==> config.mk <==
export PLATFORM = sky130hd
export DESIGN_NAME = lfsr_range_gen_flat
export DESIGN_NICKNAME = d
export VERILOG_FILES = /design/src/rtl/lfsr_range_gen_if.sv /design/src/rtl/lfsr_range_gen.sv /design/src/flat_wrapper.sv
export SDC_FILE = /design/constraint.sdc
export NUM_CORES = 1
export LEC_CHECK = 0
export ABC_CLOCK_PERIOD_IN_PS = 2610
export CAP_MARGIN = 5
export CORE_UTILIZATION = 50
export DETAILED_ROUTE_END_ITERATION = 6
export PLACE_DENSITY = 0.76
export SLEW_MARGIN = 20
export SYNTH_ARGS = -nofsm -noshare
export SYNTH_HDL_FRONTEND = slang
export SYNTH_SLANG_ARGS = --single-unit
==> constraint.sdc <==
create_clock -name clk -period 2.61 [get_ports clk]
set_input_delay 0.522 -clock clk [delete_from_list [all_inputs] [get_ports clk]]
set_output_delay 0.522 -clock clk [all_outputs]
set_load 0.02 [all_outputs]
==> src/rtl/lfsr_range_gen_if.sv <==
`default_nettype none
// ============================================================================
// Module  : lfsr_range_gen_if
// Brief   : Control and draw port bundle for lfsr_range_gen.
// Revision: 1.0 - initial release
// ============================================================================
interface lfsr_range_gen_if #(
    parameter int WIDTH = 21,
    parameter int OUT_W = 7
);
    logic             en;
    logic             seed_load;
    logic [WIDTH-1:0] seed_in;
    logic             req;
    logic             busy;
    logic [OUT_W-1:0] out;
    logic             valid;
    logic             folded;

    // Master is the consumer driving requests; slave is the generator.
    modport master (
        output en, seed_load, seed_in, req,
        input  busy, out, valid, folded
    );

    modport slave (
        input  en, seed_load, seed_in, req,
        output busy, out, valid, folded
    );
endinterface
`default_nettype wire

==> src/rtl/lfsr_range_gen.sv <==
`default_nettype none
// ============================================================================
// Module  : lfsr_range_gen
// Brief   : Fibonacci LFSR with bounded draws in [RANGE_MIN, RANGE_MAX] by
//           rejection sampling, falling back to a single fold after MAX_TRY.
// Revision: 1.0 - initial release
// ============================================================================
module lfsr_range_gen #(
    parameter int               WIDTH     = 21,
    parameter int               TAP_A     = 20,
    parameter int               TAP_B     = 17,
    parameter logic [WIDTH-1:0] SEED      = {WIDTH{1'b1}},
    parameter int               OUT_W     = 7,
    parameter int               RANGE_MIN = 0,
    parameter int               RANGE_MAX = 99,
    parameter int               MAX_TRY   = 8
) (
    input  wire logic          clk,
    input  wire logic          rst,
    lfsr_range_gen_if.slave    bus
);

    localparam int c_span_int = RANGE_MAX - RANGE_MIN + 1;
    localparam int c_try_w    = (MAX_TRY > 1) ? $clog2(MAX_TRY) : 1;

    localparam logic [OUT_W:0]     c_span_ext = (OUT_W+1)'(c_span_int);
    localparam logic [OUT_W-1:0]   c_span     = OUT_W'(c_span_int);
    localparam logic [OUT_W-1:0]   c_min      = OUT_W'(RANGE_MIN);
    localparam logic [c_try_w-1:0] c_last_try = c_try_w'(MAX_TRY - 1);

    // ------------------------------------------------------------------------
    // Elaboration-time parameter legality
    // ------------------------------------------------------------------------
    if (!((c_span_int > (1 << (OUT_W - 1))) && (c_span_int <= (1 << OUT_W)) &&
          (RANGE_MAX < (1 << OUT_W)) && (RANGE_MIN >= 0))) begin : g_bad_range
        $error("lfsr_range_gen: RANGE_MIN/RANGE_MAX illegal for OUT_W");
    end

    if ((TAP_A >= WIDTH) || (TAP_B >= WIDTH) || (TAP_A < 0) || (TAP_B < 0) ||
        (TAP_A == TAP_B)) begin : g_bad_taps
        $error("lfsr_range_gen: feedback taps out of range");
    end

    if ((OUT_W > WIDTH) || (OUT_W < 1) || (MAX_TRY < 1)) begin : g_bad_sizes
        $error("lfsr_range_gen: OUT_W or MAX_TRY illegal");
    end

    if (SEED == '0) begin : g_bad_seed
        $error("lfsr_range_gen: SEED must be non-zero");
    end

    // ------------------------------------------------------------------------
    // State
    // ------------------------------------------------------------------------
    typedef enum logic [0:0] {
        S_IDLE = 1'b0,
        S_DRAW = 1'b1
    } state_t;

    state_t             r_state;
    state_t             w_state_nxt;
    logic [WIDTH-1:0]   r_lfsr;
    logic [WIDTH-1:0]   w_lfsr_nxt;
    logic [WIDTH-1:0]   w_lfsr_step;
    logic [c_try_w-1:0] r_try;
    logic [c_try_w-1:0] w_try_nxt;
    logic [OUT_W-1:0]   r_out;
    logic               r_valid;
    logic               r_folded;

    logic [OUT_W-1:0]   w_cand;
    logic               w_accept;
    logic [OUT_W-1:0]   w_acc_val;
    logic [OUT_W-1:0]   w_fold_val;
    logic               w_step_draw;
    logic               w_done;
    logic               w_fold;
    logic [OUT_W-1:0]   w_result;

    assign w_lfsr_step = {r_lfsr[WIDTH-2:0], r_lfsr[TAP_A] ^ r_lfsr[TAP_B]};

    assign w_cand    = r_lfsr[OUT_W-1:0];
    assign w_accept  = ({1'b0, w_cand} < c_span_ext);
    // Modulo-2^OUT_W arithmetic equals the truncated OUT_W+1-bit result, and
    // both values are already known to lie inside the output range.
    assign w_acc_val  = w_cand + c_min;
    assign w_fold_val = w_cand - c_span + c_min;

    // ------------------------------------------------------------------------
    // Next-state / draw decision
    // ------------------------------------------------------------------------
    always_comb begin
        w_state_nxt = r_state;
        w_try_nxt   = r_try;
        w_step_draw = 1'b0;
        w_done      = 1'b0;
        w_fold      = 1'b0;
        w_result    = r_out;

        case (r_state)
            S_IDLE: begin
                if (bus.req) begin
                    w_state_nxt = S_DRAW;
                    w_try_nxt   = '0;
                end
            end
            S_DRAW: begin
                if (w_accept) begin
                    w_done      = 1'b1;
                    w_result    = w_acc_val;
                    w_state_nxt = S_IDLE;
                end else if (r_try == c_last_try) begin
                    w_done      = 1'b1;
                    w_fold      = 1'b1;
                    w_result    = w_fold_val;
                    w_state_nxt = S_IDLE;
                end else begin
                    w_step_draw = 1'b1;
                    w_try_nxt   = r_try + 1'b1;
                end
            end
            default: begin
                w_state_nxt = S_IDLE;
            end
        endcase
    end

    // Seed load wins over any step; an all-zero seed would lock the LFSR.
    always_comb begin
        w_lfsr_nxt = r_lfsr;
        if (bus.seed_load) begin
            w_lfsr_nxt = (bus.seed_in == '0) ? SEED : bus.seed_in;
        end else if (w_step_draw || ((r_state == S_IDLE) && bus.en)) begin
            w_lfsr_nxt = w_lfsr_step;
        end
    end

    // ------------------------------------------------------------------------
    // Registers
    // ------------------------------------------------------------------------
    always_ff @(posedge clk) begin
        if (rst) begin
            r_state  <= S_IDLE;
            r_lfsr   <= SEED;
            r_try    <= '0;
            r_out    <= '0;
            r_valid  <= 1'b0;
            r_folded <= 1'b0;
        end else begin
            r_state  <= w_state_nxt;
            r_lfsr   <= w_lfsr_nxt;
            r_try    <= w_try_nxt;
            r_valid  <= w_done;
            r_folded <= w_fold;
            if (w_done) begin
                r_out <= w_result;
            end
        end
    end

    assign bus.busy   = (r_state == S_DRAW);
    assign bus.out    = r_out;
    assign bus.valid  = r_valid;
    assign bus.folded = r_folded;

endmodule
`default_nettype wire

==> src/flat_wrapper.sv <==
// flat-port wrapper written by rule: the top's interface ports become plain ports
module lfsr_range_gen_flat 
#(
    parameter int               WIDTH     = 21,
    parameter int               TAP_A     = 20,
    parameter int               TAP_B     = 17,
    parameter logic [WIDTH-1:0] SEED      = {WIDTH{1'b1}},
    parameter int               OUT_W     = 7,
    parameter int               RANGE_MIN = 0,
    parameter int               RANGE_MAX = 99,
    parameter int               MAX_TRY   = 8
)
  (clk, rst, bus_en, bus_seed_load, bus_seed_in, bus_req, bus_busy, bus_out, bus_valid, bus_folded);
  lfsr_range_gen_if #(.WIDTH(WIDTH), .OUT_W(OUT_W)) bus_i ();
  input  wire logic clk;
  input  wire logic rst;
  input wire logic [$bits(bus_i.en)-1:0] bus_en;
  input wire logic [$bits(bus_i.seed_load)-1:0] bus_seed_load;
  input wire logic [$bits(bus_i.seed_in)-1:0] bus_seed_in;
  input wire logic [$bits(bus_i.req)-1:0] bus_req;
  output wire logic [$bits(bus_i.busy)-1:0] bus_busy;
  output wire logic [$bits(bus_i.out)-1:0] bus_out;
  output wire logic [$bits(bus_i.valid)-1:0] bus_valid;
  output wire logic [$bits(bus_i.folded)-1:0] bus_folded;
  assign bus_i.en = bus_en;
  assign bus_i.seed_load = bus_seed_load;
  assign bus_i.seed_in = bus_seed_in;
  assign bus_i.req = bus_req;
  assign bus_busy = bus_i.busy;
  assign bus_out = bus_i.out;
  assign bus_valid = bus_i.valid;
  assign bus_folded = bus_i.folded;
  lfsr_range_gen #(.WIDTH(WIDTH), .TAP_A(TAP_A), .TAP_B(TAP_B), .SEED(SEED), .OUT_W(OUT_W), .RANGE_MIN(RANGE_MIN), .RANGE_MAX(RANGE_MAX), .MAX_TRY(MAX_TRY)) u_core (.clk(clk), .rst(rst), .bus(bus_i));
endmodule
==> results.yml, run 1 <==
finish:
  drive_gt1_frac: 0.0560
  fin_cells: 294
  syn_to_final_growth_pct: 24.3
  final_nets: 279
  diodes: 0
  utilization: 0.675
route:
  drtPass1Iterations: 4
  drtIter0Drc: 82
  ant_nets: 0
  via_per_inst: 5.65
  drc_errors: 0
  wirelength_mm: 4.01
  vias: 1662
  drt-wirelength-per-cell_um: 13.6
global_routing:
  grt_pass1_wl_mm: 6.58
  grt_max_degree: 43
  grt-ovfl-total: 0
  grt_pass1_vias: 1482
  grt_usage: 0.241
  antenna_found_initial: 0
critical_path:
  crit_fanout: 21
  worstSetupPathType: "register to register"
  cp.required_ns: 2.88
  cp.arrival_ns: 2.27
  endpoint_kind: "register"
  cp-start-kind: "register"
clocking:
  post_cts_resized: 0
  clkTransAtPathRegs_ns: 0.10
  clk_path_buf_depth: 2
  clock_sink_count: 34
  hold_buffers: 0
  clk_latency_ns: 0.33
  post-cts-setup-buffers: 0
  h-tree-depth: 2
  cts-root-buf: "clkbuf_4"
  cts_tree: "yes"
  cts_made_buffers: 5
floorplanning:
  num_rows: 20
  core_mm2: 0.00315
  io_pins: 36
  fp.dieH_um: 60.5
  start_util: 0.543
  dieArea_mm2: 0.00366
  die_width_um: 60.5
timing:
  tightest_slew_ns: 0.583
  period_share: 0.767
  layout_min_cycle_time_ns: 2.00
  setup_tns_ns: 0
  setup_violations: 0
  fmax_mhz: 499
  rsz0062_at_grt: "false"
  holdWs_ns: 0.472
  skew_ns: 0.00427
  hold_viol_final: 0
  maxSlewViolCount: 0
  relSlewSlack: 0.611
pwr:
  power_leakage_nw: 0.780
  total_power_mw: 1.11
  power_density_mw_per_mm2: 523
  vdd_drop_max_uv: 300
outcome:
  status: "finished clean"
worst_hold_path:
  worstHoldPathType: "register to register"
placed_design:
  io_buffers: 35
  place_congestion: 0.818
  dp_cells: 287
  hpwl_mm: 2.82
synth:
  ys_async_sr_fraction: 0
  ys_warn_count: 0
  post_synth.cell_area_avg_um2: 7.82
  postSynthNetCount: 248
  synth_edf_count: 0
  yosys_register_bits: 34
  synthesis.area_mm2: 0.00171
  seq_area_frac_synth: 0.398
  syn_inst: 219
  synth_flop_cell: "dfxtp_1"
  synthDistinctLibCells: 28
flow_run:
  cap_viol_max_count: 0
==> worst paths after layout <==
kind	end	slack (ns)	cells after the start	startpoint
setup / recovery	u_core.r_lfsr[7]	0.61	6	u_core.r_try[0]
hold / removal	u_core.bus.out[3]	0.47	2	u_core.bus.out[3]
setup reg to reg	u_core.r_lfsr[7]	0.61	6	u_core.r_try[0]
hold reg to reg	u_core.bus.out[3]	0.47	2	u_core.bus.out[3]
==> synthesized netlist by cell type, types with 4 or more instances <==
cell	count	area, um^2
o21ai_1	22	110
o21ai_0	22	110
nand2b_1	23	144
a21oi_1	49	245
nand2_1	12	45.0
buf_2	4	20.0
nor2_1	8	30.0
clkbuf_1	10	37.5
inv_1	4	15.0
dfxtp_1	34	681
==> power by group <==
part           leakage [nW]  total [mW]  switching (mW)  internal (mW)
Combinational         0.474       0.242           0.123          0.119
Clock                0.0254       0.270           0.169          0.102
Sequential            0.281       0.600          0.0377          0.563
Total                 0.780        1.11           0.329          0.784
==> per-layer routing <==
metal,share of wire,GRT usage,up-vias
met5,0,0,-
met4,0.014,0.0877,0
met3,0.043,0.0512,6
met2,0.49,0.419,50
met1,0.45,0.293,760
li1,-,-,846
==> cell families after synthesis <==
family                     after synthesis  synth area share
AOI/OAI and AO/OA                      103             0.336
xor gates and xnor gates                 2            0.0102
adders and majority gates                3            0.0219
buffers and inverters                   20            0.0512
DFF                                     34             0.398
and+or+nand+nor                         57             0.183
==> through the flow <==
step / cell area, um^2 / worst slack (ns)
6_report: 2130 / 0.608
3_5_place_dp: 2080 / 0.422
2_1_floorplan: 1710 / 0.950
3_3_place_gp: 2080 / 0.502
4_1_cts: 2130 / 0.593
5_1_grt: 2130 / 0.442
==> worst max-delay path, stage by stage, from the launching register on <==
cell and delay, ns:
dfxtp_1 0.34, ha_1 0.20, ha_1 0.25, nor2b_1 0.20
a221o_1 0.55, o21ai_0 0.23, o21ai_1 0.17
==> layout by cell type, fill, tap and decap left out, types with 2 or more instances in the layout <==
master           synthesis  layout
nand2_1                 12      12
inv_1                    4       4
clkdlybuf4s50_1          0      35
nor3_1                   3       3
o21ai_0                 22      22
nor2b_1                  2       2
ha_1                     3       3
clkbuf_4                 0       5
clkbuf_1                10       2
nor4_1                   3       3
buf_4                    2       5
dfxtp_1                 34      34
a21oi_1                 49      49
xor2_1                   2       2
nor2_1                   8       8
nand2b_1                23      23
o21ai_1                 22      22
a211oi_1                 3       3
nand3b_1                 3       3
==> flip-flops by register name, indices dropped and copies added, names as in the netlist <==
signal / flops
u_core.bus.out: 7
u_core.r_lfsr: 21
u_core.bus.busy: 1
u_core.r_try: 3
u_core.bus.valid: 1
u_core.bus.folded: 1
==> final cells by class <==
cell class | instances | area [um^2]
Fill cell | 291 | 1030
Sequential cell | 34 | 681
Timing Repair Buffer | 40 | 388
Tap cell | 44 | 55.1
Clock buffer | 7 | 45.0
Multi-Input combinational cell | 165 | 943
Inverter | 4 | 15.0
No activity file was read; power rests on OpenSTA's default activity.
==> run 2, diff against run 1 <==
- ABC_CLOCK_PERIOD_IN_PS: 2610 -> 2000
- clock period: 2.61 -> 2 ns (I/O delays scaled with it)
==> run 2 against run 1 <==
Compared with the run above: worst hold slack lost 0.013 ns; non-clock buffer count grew 2; clock-buffer cell count grew 1; critical path type is now register to output port; largest power group unchanged.
==> results.yml, run 2 (synthesis gave the netlist of run 1 again) <==
floorplanning:
  die_width_um: 60.5
  start_util: 0.543
  num_rows: 20
  dieArea_mm2: 0.00366
  core_mm2: 0.00315
  io_pins: 36
  fp.dieH_um: 60.5
route:
  via_per_inst: 5.65
  ant_nets: 0
  vias: 1679
  drc_errors: 0
  drtIter0Drc: 109
  drt-wirelength-per-cell_um: 13.4
  drtPass1Iterations: 4
  wirelength_mm: 3.98
critical_path:
  r2r_slack_ns: 0.23
  path_cells: "clkdlybuf4s50_1"
  rr_worst_depth: 6
  critical_path_buf_inv_count: 1
  cp-start-kind: "register"
  crit_fanout: 8
  worst_path_largest_cell_delay_ns: 0.66
  crit_cells: 1
  cp.arrival_ns: 1.47
  endpoint_kind: "output port"
  crit_family: "buffers and inverters"
  cpMaxStageDelayCell: "clkdlybuf4s50_1"
  cp.required_ns: 1.60
  worstSetupPathType: "register to output port"
placed_design:
  placed_cell_area_mm2: 0.00213
  hpwl_mm: 2.88
  io_buffers: 35
  place_congestion: 0.814
timing:
  fmax_mhz: 535
  layout_min_cycle_time_ns: 1.87
  maxSlewViolCount: 0
  skew_ns: 0.00519
  setup_tns_ns: 0
  period_share: 0.935
  rsz0062_at_grt: "false"
  tightest_slew_ns: 0.567
  hold_viol_final: 0
  relSlewSlack: 0.619
  setup_violations: 0
pwr:
  power_leakage_nw: 0.819
  power_density_mw_per_mm2: 713
  vdd_drop_max_uv: 457
worst_hold_path:
  min_path_cells: 2
  worstHoldPathType: "register to register"
finish:
  syn_to_final_growth_pct: 29.4
  drive_gt1_frac: 0.0791
  final_nets: 281
  top_register: "u_core.r_lfsr"
  final_common_cell: "a21oi_1"
  stdcell_area_mm2: 0.00221
  layout_common_cells: "a21oi_1, clkdlybuf4s50_1, dfxtp_1"
  fill_cells: 265
  largest_reg_flops: 21
  diodes: 0
global_routing:
  grt_pass1_wl_mm: 6.89
  antenna_found_initial: 0
  grt_pass1_vias: 1651
  grt_usage: 0.252
  grt_max_degree: 43
  grt-ovfl-total: 0
clocking:
  cts-root-buf: "clkbuf_4"
  clock_sink_count: 34
  cts_tree: "yes"
  post-cts-setup-buffers: 0
  clk_latency_ns: 0.33
  h-tree-depth: 2
  clk_path_buf_depth: 2
  cts_made_buffers: 5
  clkTransAtPathRegs_ns: 0.10
outcome:
  status: "finished clean"
flow_run:
  cap_viol_max_count: 0
==> run 2: layout make-up <==
type	instances	area, um^2	area share
multi-input cells	165	945	0.427
flip-flops and latches	34	681	0.307
repair buffers	42	440	0.199
clock buffers	8	78.8	0.0356
well taps	44	55.1	0.0249
inverters	4	15.0	0.00678
==> run 2: path summary, 6_finish.rpt <==
kind	endpoint	from
hold reg to reg	u_core.bus.out[3]	u_core.bus.out[3]
setup / recovery	bus_busy	u_core.bus.busy
hold / removal	u_core.bus.out[3]	u_core.bus.out[3]
setup reg to reg	u_core.r_lfsr[19]	u_core.r_try[0]
==> run 2: stage by stage <==
| stage | worst slack [ns] | std cells | power (mW) | utilization | hold slack [ns] |
|---|---|---|---|---|---|
| 2_1_floorplan | 0.462 | 219 | 0.989 | - | 0.439 |
| 3_3_place_gp | 0.0329 | 289 | 1.11 | 0.677 | 0.442 |
| 3_5_place_dp | -0.0964 | 289 | 1.12 | 0.677 | 0.444 |
| 4_1_cts | 0.0192 | 297 | 1.59 | 0.702 | 0.458 |
| 5_1_grt | 0.0554 | 297 | 1.67 | 0.702 | 0.489 |
| 6_report | 0.129 | 297 | 1.58 | 0.702 | 0.459 |
==> run 2: worst reg2reg max path: stages (launching register included) <==
cell	delay (ns)
dfxtp_1	0.35
ha_1	0.20
ha_1	0.26
nor2b_1	0.20
a221o_2	0.39
o21ai_0	0.18
o21ai_1	0.14
==> run 2: metal layers <==
layer,global-route usage,vias to the layer above,part of all wire
met4,0.127,0,0.014
li1,-,850,-
met2,0.452,58,0.48
met3,0.0576,6,0.058
met5,0,-,0
met1,0.279,765,0.45
==> run 2: report_power, final <==
group / internal (mW) / leakage (nW) / switching, mW
sequential: 0.734 / 0.281 / 0.0493
combinational: 0.162 / 0.494 / 0.163
clock: 0.240 / 0.0446 / 0.230
total: 1.14 / 0.819 / 0.442
==> run 2: repair_timing <==
action	CTS	global route
hold buffers	0	0
gates resized for setup	0	1
endpoints found under the setup margin	0	21
==> run 3, diff against run 2 <==
- GPL_TIMING_DRIVEN: default -> 1
- SETUP_SLACK_MARGIN: default -> 0.2
==> run 3 against run 2 <==
Compared with the run above: sequential power about the same; maximum frequency increased by 7.9%; routed wire length increased by 7.4%; flip-flop and latch count unchanged; core utilization increased by 1.1 points; register-to-register slack improved by 0.12 ns; clock skew decreased by 0.00077 ns; via count increased by 3.5%; largest cell class unchanged; largest power group unchanged.
==> results.yml, run 3 (synthesis gave the netlist of run 1 again) <==
floorplanning:
  dieArea_mm2: 0.00366
  fp.dieH_um: 60.5
  io_pins: 36
  core_mm2: 0.00315
  die_width_um: 60.5
  num_rows: 20
  start_util: 0.543
pwr:
  pwr-share-clk: 0.296
  vdd_drop_max_uv: 456
  power_leakage_nw: 0.827
  power_frac_comb: 0.214
  total_power_mw: 1.60
  swShare: 0.286
  intPower_mw: 1.14
  switching_power_uw: 458
  sequentialPowerShare: 0.491
  power_density_mw_per_mm2: 711
clocking:
  clkTransAtPathRegs_ns: 0.10
  cts_made_buffers: 5
  cts-root-buf: "clkbuf_4"
  clk_path_buf_depth: 2
  clk_latency_ns: 0.33
  h-tree-depth: 2
  clock_sink_count: 34
  cts_tree: "yes"
critical_path:
  cp.required_ns: 2.27
  worstSetupPathType: "primary input to register"
  cp.arrival_ns: 2.01
  endpoint_kind: "register"
  crit_fanout: 21
  cp-start-kind: "primary input"
finish:
  largest_reg_flops: 21
  top_register: "u_core.r_lfsr"
  stdcell_area_mm2: 0.00225
  final_nets: 283
  utilization: 0.713
  drive_gt1_frac: 0.0941
  final_common_cell: "a21oi_1"
  fill_cells: 264
  diodes: 0
  syn_to_final_growth_pct: 31.4
  layout_common_cells: "a21oi_1, clkdlybuf4s50_1, dfxtp_1"
flow_run:
  cap_viol_max_count: 0
timing:
  setup_tns_ns: 0
  skew_ns: 0.00442
  maxSlewViolCount: 0
  fmax_mhz: 577
  rsz0062_at_grt: "false"
  setup_violations: 0
  holdWs_ns: 0.460
  tightest_slew_ns: 0.517
  period_share: 0.867
  hold_viol_final: 0
  relSlewSlack: 0.655
  layout_min_cycle_time_ns: 1.73
global_routing:
  grt-ovfl-total: 0
  antenna_found_initial: 0
  grt_usage: 0.252
  grt_max_degree: 43
  grt_pass1_vias: 1651
  grt_pass1_wl_mm: 6.89
route:
  drtIter0Drc: 116
  vias: 1737
  via_per_inst: 5.81
  wirelength_mm: 4.27
  drt-wirelength-per-cell_um: 14.3
  ant_nets: 0
  drc_errors: 0
  drtPass1Iterations: 4
placed_design:
  place_congestion: 0.814
  placed_cell_area_mm2: 0.00213
  hpwl_mm: 2.88
  io_buffers: 35
worst_hold_path:
  worstHoldPathType: "register to register"
outcome:
  status: "finished clean"
==> run 3: cell type report <==
cell class	count	area, um^2	area share
clock buffer	8	78.8	0.0351
timing repair buffer	42	443	0.197
multi-input combinational	167	976	0.434
sequential	34	681	0.303
tap	44	55.1	0.0245
inverter	4	15.0	0.00668
==> run 3: worst max-delay path, cell delays in order <==
cell and delay, ns:
clkdlybuf4s50_1 0.43, or4_1 0.56, nor3_2 0.21, buf_12 0.19, a21oi_1 0.08, o21ai_1 0.13
==> run 3: timing repair <==
action / in CTS / in global routing
buffers inserted: 0 / 0
hold buffers: 0 / 0
endpoints found under the setup margin: 22 / 25
gates cloned: 0 / 2
pin swaps: 0 / 1
gates resized for setup: 2 / 5
==> run 3: path summary, 6_finish.rpt <==
check / slack (ns) / end / cells past startpoint / start
setup reg to reg: 0.35 / u_core.r_lfsr[18] / 6 / u_core.r_try[0]
setup / recovery: 0.27 / u_core.r_lfsr[1] / 6 / bus_seed_in[4]
hold reg to reg: 0.46 / u_core.bus.out[3] / 2 / u_core.bus.out[3]
hold / removal: 0.46 / u_core.bus.out[3] / 2 / u_core.bus.out[3]
==> run 3: power groups by stage <==
stage	sequential [mW]	clock, mW	combinational, mW
6_report	0.785	0.473	0.342
5_1_grt	0.794	0.510	0.378
4_1_cts	0.783	0.483	0.324
3_5_place_dp	0.799	0	0.324
3_3_place_gp	0.794	0	0.313
2_1_floorplan	0.802	0	0.188
==> run 3: metal layers <==
metal / vias up / part of all wire / global-route usage
met4: 0 / 0.014 / 0.127
met1: 806 / 0.45 / 0.279
met2: 62 / 0.49 / 0.452
met5: - / 0 / 0
li1: 861 / - / -
met3: 8 / 0.050 / 0.0576
==> run 3: stage by stage <==
| stage | instances | setup slack [ns] |
|---|---|---|
| 5_1_grt | 299 | 0.213 |
| 3_3_place_gp | 289 | 0.0329 |
| 4_1_cts | 297 | 0.251 |
| 6_report | 299 | 0.267 |
| 2_1_floorplan | 219 | 0.462 |
| 3_5_place_dp | 289 | -0.0964 |
==> edit: new RTL, settings of run 3 <==
`MAX_TRY` is set to 8 in 2 places; all go to 16.
--- a/src/rtl/lfsr_range_gen.sv
+++ b/src/rtl/lfsr_range_gen.sv
@@ -13,7 +13,7 @@
     parameter int               OUT_W     = 7,
     parameter int               RANGE_MIN = 0,
     parameter int               RANGE_MAX = 99,
-    parameter int               MAX_TRY   = 8
+    parameter int               MAX_TRY   = 16
 ) (
     input  wire logic          clk,
     input  wire logic          rst,
--- a/src/flat_wrapper.sv
+++ b/src/flat_wrapper.sv
@@ -8,7 +8,7 @@
     parameter int               OUT_W     = 7,
     parameter int               RANGE_MIN = 0,
     parameter int               RANGE_MAX = 99,
-    parameter int               MAX_TRY   = 8
+    parameter int               MAX_TRY   = 16
 )
   (clk, rst, bus_en, bus_seed_load, bus_seed_in, bus_req, bus_busy, bus_out, bus_valid, bus_folded);
   lfsr_range_gen_if #(.WIDTH(WIDTH), .OUT_W(OUT_W)) bus_i ();
Function: changed (a bounded check fails within 10 cycles, from zero or initial values and one cycle with rst high).
==> edit against run 3 <==
  * Worst setup slack improved by 27 ps
  * Worst hold slack better by 17 ps
  * Count of clock-buffer cells in the layout is 1 lower
  * Core utilization down 3.2 points
  * Synthesized area increased by 4.5%
  * Critical endpoint is now u_core.r_lfsr[2]$_SDFFE_PP1P_
  * Sequential power increased by 2%
  * Routed wire length is 9.3% lower
  * Total power shrank 5.0%
  * Sequential cell count up 1
  * Largest cell class unchanged
  * Final area grew 2.7%
==> edit: results (changes against run 3) <==
[final_layout] share of final-layout standard cells stronger than drive strength 1 9.728% [+0.32 points]
[global_routing] met2 global-route usage 33.18% [-12 points]
[timing] maximum clock skew at final layout 6.158 ps [+1.736 ps]
[global_routing] global-route track usage on met1 30.79% [+2.9 points]
[drt] detail-routed via count per cell 5.475 [-5.8%]
[logic_synthesis] fraction of registers with async set or reset after synthesis 0% [unchanged]
[global_routing] met3 track demand over resource 6.211% [+0.45 points]
[timing] measured slew at the worst slew-check pin 536.1 ps [+18.92 ps]
[pwr] worst IR drop on VDD 0.2794 mV [-39%]
[placement] total half-perimeter wirelength after legalization and detailed placement 2544 µm [-12%]
[logic_synthesis] adder-cell area share of the yosys netlist 1.400% [-0.79 points]
[drt] routed wirelength normalized by instance count 12.78 µm [-11%]
[drt] number of DRC markers after the initial detailed-route iteration 94 [-19%]
[logic_synthesis] mux contribution to synthesized area 2.239% [+2.2 points]
[outcome] status completed
[final_layout] final layout net count 284 [+0.35%]
[setup_path] crit path DAT 1930 ps [-80 ps]
[logic_synthesis] commonest cells in the netlist sky130_fd_sc_hd__a21oi_1 (46), sky130_fd_sc_hd__dfxtp_1 (35), sky130_fd_sc_hd__o21ai_0 (23)
[drt] number of iterations in the first detailed-routing pass 5 [+1]
[final_layout] max reg flops 21 [unchanged]
[placement] weighted congestion reported at the end of routability-driven placement 0.7154 [-12%]
[pwr] reported leakage power 0.8382 nW [+1.3%]
[placement] pre-CTS setup slack -68.04 ps [+28.37 ps]
[logic_synthesis] ranking of synthesized cells by area sky130_fd_sc_hd__dfxtp_1 (39%), sky130_fd_sc_hd__a21oi_1 (13%), sky130_fd_sc_hd__nand2b_1 (7.7%)
[placement] count of buffers from port buffering 35 [unchanged]
[global_routing] GRT Resource Usage Total 22.34% [-2.9 points]
[placement] dpl cell area 0.002185 mm² [+2.3%]
[logic_synthesis] Compound-Gate Fraction of Synth Area 31.77% [-1.8 points]
[global_routing] wire length of the first global-routing pass 6189 µm [-10%]
[setup_path] number of cells traversed by the worst register-to-register path 7 [+1]
[final_layout] FILL cells 292 [+11%]
[logic_synthesis] xor-xnor portion of the synthesized cell area 1.470% [+0.45 points]
[logic_synthesis] number of distinct library cells after synthesis 33 [+18%]
[logic_synthesis] net count after synthesis 249 [+0.40%]
[global_routing] number of antenna violations at the first check in global routing 0 [unchanged]
[logic_synthesis] share of synthesized area occupied by flip-flops and latches 39.19% [-0.58 points]
[edit: cells by family after synthesis]
kind of cell | Yosys count
compound gates | 100
simple gates | 57
flops | 35
buf+inv | 20
mux | 4
xor+xnor | 3
fa+ha+maj | 2
[edit: critical path: stages, from the launching register on]
cell and delay (ps):
sky130_fd_sc_hd__dfxtp_2 360, sky130_fd_sc_hd__ha_2 210, sky130_fd_sc_hd__nand3_4 130, sky130_fd_sc_hd__buf_6 170
sky130_fd_sc_hd__a311o_1 340, sky130_fd_sc_hd__buf_4 190, sky130_fd_sc_hd__o21ai_0 110, sky130_fd_sc_hd__o21ai_1 80
[edit: cell type report]
type | count | area share (%)
multi-input combinational | 167 | 44.39
sequential | 35 | 30.46
timing repair buffer | 45 | 20.16
tap | 46 | 2.493
clock buffer | 7 | 1.951
inverter | 2 | 0.3252
clock inverter | 1 | 0.2168
[edit: where the power goes]
group / internal (W) / switching (W) / total (W) / leakage (nW)
clock network: 0.000137 / 0.000222 / 0.000359 / 0.0293
registers: 0.000755 / 0.0000455 / 0.000801 / 0.290
logic: 0.000181 / 0.000180 / 0.000360 / 0.519
total: 0.00107 / 0.000448 / 0.00152 / 0.838
[edit: metrics by stage]
| step | instances | hold slack, ps | util (%) |
|---|---|---|---|
| floorplan | 221 | 433.3 | - |
| global placement | 293 | 445.0 | 64.45 |
| detailed placement | 293 | 452.0 | 64.45 |
| CTS | 302 | 475.2 | 66.48 |
| global route | 303 | 490.4 | 68.11 |
| finish | 303 | 477.2 | 68.11 |
[edit: worst paths after layout]
check,slack (ps),end,start
max,290,u_core.r_lfsr[2]$_SDFFE_PP1P_,u_core.r_try[0]$_SDFFE_PP0P_
min,480,u_core.r_lfsr[19]$_SDFFE_PP1P_,u_core.r_lfsr[19]$_SDFFE_PP1P_
max reg2reg,290,u_core.r_lfsr[2]$_SDFFE_PP1P_,u_core.r_try[0]$_SDFFE_PP0P_
min reg2reg,480,u_core.r_lfsr[19]$_SDFFE_PP1P_,u_core.r_lfsr[19]$_SDFFE_PP1P_
[edit: timing repair]
action                                 4_1_cts  5_1_grt
cloned                                       1        0
setup buffers                                0        1
pin swaps                                    1        1
resized for setup                            2        8
setup endpoints to repair                   22       28
endpoints found under the hold margin        0        0
[edit: per-layer routing]
| metal | vias to the layer above | share of wire, % |
|---|---|---|
| li1 | 869 | - |
| met1 | 730 | 47 |
| met2 | 56 | 46 |
| met3 | 4 | 5.5 |
| met4 | 0 | 1.2 |
| met5 | - | 0 |
